**src/rtl/fp_addsub_arbiter.sv**
```systemverilog
// Round-robin arbiter sharing one IEEE-754 add/sub datapath between two requesters.
// Define FP_ARB_STATS_EN to build the saturating per-requester grant counters.
module fp_addsub_arbiter #(
  parameter int LATENCY = 1,
  parameter int CNT_W   = 16
) (
  input  logic             clk,
  input  logic             rst_n,
  input  logic             req0_valid,
  output logic             req0_ready,
  input  logic [31:0]      req0_a,
  input  logic [31:0]      req0_b,
  input  logic             req0_sub,
  input  logic             req1_valid,
  output logic             req1_ready,
  input  logic [31:0]      req1_a,
  input  logic [31:0]      req1_b,
  input  logic             req1_sub,
  output logic             rsp0_valid,
  input  logic             rsp0_ready,
  output logic             rsp1_valid,
  input  logic             rsp1_ready,
  output logic [31:0]      rsp_result,
  output logic             rsp_exception,
  output logic [31:0]      dp_a,
  output logic [31:0]      dp_b,
  output logic             dp_sub,
  input  logic [31:0]      dp_result,
  input  logic             dp_exception,
  output logic [CNT_W-1:0] grant_cnt0,
  output logic [CNT_W-1:0] grant_cnt1
);

  typedef enum logic [1:0] {IDLE, EXEC, RESP} state_t;

  localparam logic [3:0] CNT_INIT = 4'(LATENCY - 1);

  state_t     state;
  logic       ptr;
  logic       owner;
  logic [3:0] cnt;
  logic       grant0;
  logic       grant1;
  logic       rsp_take;

  // A lone requester always wins; on contention the pointer decides.
  assign grant0     = req0_valid && (!req1_valid || !ptr);
  assign grant1     = req1_valid && (!req0_valid || ptr);
  assign req0_ready = rst_n && (state == IDLE) && grant0;
  assign req1_ready = rst_n && (state == IDLE) && grant1;
  assign rsp_take   = owner ? rsp1_ready : rsp0_ready;

  always_ff @(posedge clk or negedge rst_n) begin
    if (!rst_n) begin
      state         <= IDLE;
      ptr           <= 1'b0;
      owner         <= 1'b0;
      cnt           <= '0;
      dp_a          <= '0;
      dp_b          <= '0;
      dp_sub        <= 1'b0;
      rsp_result    <= '0;
      rsp_exception <= 1'b0;
      rsp0_valid    <= 1'b0;
      rsp1_valid    <= 1'b0;
    end else begin
      case (state)
        IDLE: begin
          if (req0_ready || req1_ready) begin
            dp_a   <= req1_ready ? req1_a   : req0_a;
            dp_b   <= req1_ready ? req1_b   : req0_b;
            dp_sub <= req1_ready ? req1_sub : req0_sub;
            owner  <= req1_ready;
            ptr    <= !req1_ready;
            cnt    <= CNT_INIT;
            state  <= EXEC;
          end
        end
        EXEC: begin
          if (cnt == 4'd0) begin
            rsp_result    <= dp_result;
            rsp_exception <= dp_exception;
            rsp0_valid    <= !owner;
            rsp1_valid    <= owner;
            state         <= RESP;
          end else begin
            cnt <= cnt - 4'd1;
          end
        end
        RESP: begin
          if (rsp_take) begin
            rsp0_valid <= 1'b0;
            rsp1_valid <= 1'b0;
            state      <= IDLE;
          end
        end
        default: state <= IDLE;
      endcase
    end
  end

`ifdef FP_ARB_STATS_EN
  localparam logic [CNT_W-1:0] CNT_ONE = CNT_W'(1);

  always_ff @(posedge clk or negedge rst_n) begin
    if (!rst_n) begin
      grant_cnt0 <= '0;
      grant_cnt1 <= '0;
    end else begin
      if (req0_ready && (grant_cnt0 != '1)) grant_cnt0 <= grant_cnt0 + CNT_ONE;
      if (req1_ready && (grant_cnt1 != '1)) grant_cnt1 <= grant_cnt1 + CNT_ONE;
    end
  end
`else
  assign grant_cnt0 = '0;
  assign grant_cnt1 = '0;
`endif

endmodule

```
**config.mk**
```make
export PLATFORM = sky130hd
export DESIGN_NAME = fp_addsub_arbiter
export DESIGN_NICKNAME = d
export VERILOG_FILES = /design/src/rtl/fp_addsub_arbiter.sv
export SDC_FILE = /design/constraint.sdc
export NUM_CORES = 1
export LEC_CHECK = 0
export CORE_MARGIN = 10
export CORE_UTILIZATION = 35
export CTS_BUF_LIST = sky130_fd_sc_hd__clkbuf_8
export DETAILED_ROUTE_END_ITERATION = 7
export GPL_TIMING_DRIVEN = 0
export PLACE_DENSITY = 0.8
export SYNTH_ARGS = -nofsm -noshare
export SYNTH_HDL_FRONTEND = slang
export SYNTH_SLANG_ARGS = --single-unit
export TNS_END_PERCENT = 100
```
**constraint.sdc**
```tcl
create_clock -name clk -period 1.7 [get_ports clk]
set_input_delay 0.34 -clock clk [delete_from_list [all_inputs] [get_ports clk]]
set_output_delay 0.34 -clock clk [all_outputs]
set_load 0.005 [all_outputs]
```
==> flow_summary.json <==
{
  "rsz0062_at_grt": "yes",
  "path_cells": "buf_6, or3b_4, a211oi_4, buf_6, buf_6",
  "yosys.area_share.simple": 0.0283,
  "ir_drop_mv": 0.559,
  "leakagePower_nw": 3.82,
  "synth_cell_types": 34,
  "finalMaxSlewViolations": 0,
  "drc": 0,
  "hold_violations": 21,
  "timing.final.crit_period_ps": 2150,
  "avgSynthCellArea_um2": 12.9,
  "place.gp.congestion": 0.869,
  "p_sw_mw": 4.13,
  "dp_hpwl_um": 15000,
  "synth_cells": 380,
  "cap_violations": 0,
  "fin_crit_sh": 1.26,
  "required_ps": 1360,
  "grt-ovfl-total": 0,
  "start_kind": "flip-flop",
  "synth_xor_area_frac": 0,
  "cts_tree": "built",
  "finalClockSkew_ps": 10.7,
  "pwr-share-clk": 0.123,
  "startpoint": "state[1]",
  "synth_top_area_frac": 0.551,
  "whs_ps": -119,
  "ys_ff_latch": 108,
  "critPathMaxStageDelay_ps": 430,
  "drive_gt1_frac": 0.217,
  "port_buffers": 270,
  "insertion_delay_ps": 380,
  "area_delta_synth_final_pct": 78.7,
  "holdBufCountCts": 5,
  "p_int_mw": 8.95,
  "start_util": 0.355,
  "multi_input_area_um2": 1990,
  "final_common_cell": "clkdlybuf4s50_1",
  "cp_data_arrival_time_ps": 1810,
  "clockBufferDepth": 2,
  "regArea_um2": 2710,
  "nets": 893,
  "sequentialPowerShare": 0.347,
  "final_cell_mix": "clkdlybuf4s50_1 (264), dfrtp_1 (106), a21boi_0 (65), a221o_1 (65), buf_4 (59)",
  "violations": "negative hold slack, negative setup slack",
  "outcome": "complete, but fails checks",
  "setup_violations": 102,
  "antennaDiodeCount": 0,
  "cp_slowest_cell": "dfrtp_2",
  "die_height_um": 138,
  "p_comb_frac": 0.530,
  "cts.sinks": 108,
  "ant_nets": 0,
  "cts-root-buf": "clkbuf_8",
  "stdcell_area_um2": 8760,
  "worst_slack_ps": -448,
  "min_path_type": "in2async",
  "yosysTopAreaCell": "dfrtp_1",
  "timing.critical_path.mode_cell": "buf_6",
  "fmax_ghz": 0.466,
  "r2r_slack_ps": -280,
  "synthAdderAreaFrac": 0.00255,
  "grt_pass1_vias": 5156,
  "post_drt_wl_per_cell_um": 22.0,
  "die_area_um2": 19200,
  "synth-compound-area-share": 0.256,
  "cts_made_buffers": 9,
  "viasPerCell": 5.07,
  "muxShareOfSynthArea": 0.0778,
  "synthTopCellsByArea": "dfrtp_1 (55%), a221o_1 (13%), a21boi_0 (9.9%), mux2_2 (7.6%), buf_4 (5.0%)",
  "rows": 43,
  "die_x_um": 138,
  "crit_type": "reg2out",
  "power_mw": 13.1,
  "grt_use_total": 0.200,
  "drt_iter0_drc": 195,
  "fillCellCount": 1089,
  "synth_top_family_by_area": "compound AO/OA/AOI/OAI gates",
  "clkSlewWorstSetupHoldPaths_ps": 110,
  "drtPass1Iterations": 4,
  "grt_max_degree": 34,
  "reg2reg_from": "state[1]",
  "synth_area_um2": 4910,
  "coreArea_um2": 13800,
  "dpl-instance-area_um2": 7970,
  "yosysWarnings": 0,
  "antenna_found_initial": 0,
  "end_kind": "output pin",
  "h-tree-depth": 3,
  "postRouteWirelength_um": 20000,
  "p_per_area_nw_per_um2": 1490,
  "p_sw_frac": 0.316,
  "grt_pass1_wl_um": 30400,
  "path_max_fanout": 2,
  "ios": 303,
  "post-place-ws_ps": -1930,
  "synth_seq_area_share": 0.551,
  "vias": 4603
}
worst paths after layout:
kind                                  endpoint  cells past startpoint
worst max-delay path                req1_ready                      5
worst min-delay path                  dp_b[14]                      2
worst max register to register        dp_b[29]                      7
worst min register to register  rsp_result[23]                      1
max in group asynchronous       rsp_result[26]                      3
min in group clk                rsp_result[23]                      1
power by group through the flow:
stage          clock network, mW  logic (mW)  registers (mW)
3_3_place_gp                   0        6.04            4.50
3_5_place_dp                   0        6.20            4.56
5_1_grt                     1.75        7.42            4.69
2_1_floorplan                  0        2.47            4.54
4_1_cts                     1.65        6.74            4.52
6_report                    1.61        6.93            4.54
cell type report:
cell class / instances / area share
buffer: 64 / 0.0571
multi-input combinational: 234 / 0.227
inverter: 5 / 0.00214
clock inverter: 7 / 0.00871
clock buffer: 9 / 0.0141
tap: 180 / 0.0257
timing repair buffer: 301 / 0.357
sequential: 108 / 0.309
layer usage:
layer / GRT usage / part of all wire
met1: 0.215 / 0.37
met2: 0.343 / 0.50
met3: 0.0873 / 0.11
met4: 0.0660 / 0.019
met5: 0 / 0
cells in the mapped netlist:
cell      number
a211oi_4       1
or2_2          1
or3b_1         1
o21ai_0        6
or4_1          1
nand3b_1       3
nand4b_1       1
or3b_2         1
and3_1         1
nor2b_1        2
a22oi_1        2
a221o_1       65
o31ai_1        1
buf_6          1
o32ai_1        1
nand2_1        3
mux2i_1        1
nor3b_1        2
clkbuf_1      14
conb_1         1
nor2_1         1
o21bai_1       2
a21boi_0      65
dfrtp_1      108
buf_4         33
ha_1           1
nand2b_1       2
inv_1          5
nand3_1        1
mux2_2        33
o22ai_1        1
o211ai_1       2
or4b_1         1
buf_2         16
what timing repair did:
action	CTS	global route
pin swaps	11	5
endpoints found under the setup margin	111	90
gates cloned	3	1
endpoints found under the hold margin	65	21
buffers inserted	18	7
gates resized for setup	62	31
flip-flops by register name, indices dropped and copies added (netlist names):
register and count:
ptr 1, dp_a 32, dp_b 32, owner 1, rsp1_valid 1, state 2, dp_sub 1, rsp_exception 1
rsp_result 32, rsp0_valid 1, cnt 4
through the flow:
step | util | instances | TNS, ps
floorplan | - | 411 | 0
global placement | 0.575 | 861 | -730130
detailed placement | 0.577 | 862 | -103790
CTS | 0.626 | 904 | -15520
global route | 0.634 | 908 | -15950
finish | 0.634 | 908 | -9440
critical path, delay by kind of cell, from the launching register on:
kind            cells  cell delay (ps)
compound gates      1              230
buf+inv             3              370
flops               1              430
simple gates        1              410
cells by family (layout without fill, tap and decap cells):
logic type | Yosys count | count (layout)
other | 1 | 32
and+or+nand+nor | 21 | 21
buffers and inverters | 69 | 386
AOI/OAI and AO/OA | 146 | 146
muxes | 34 | 34
adders and majority gates | 1 | 1
DFF | 108 | 108
No activity file was read; power rests on OpenSTA's default activity.
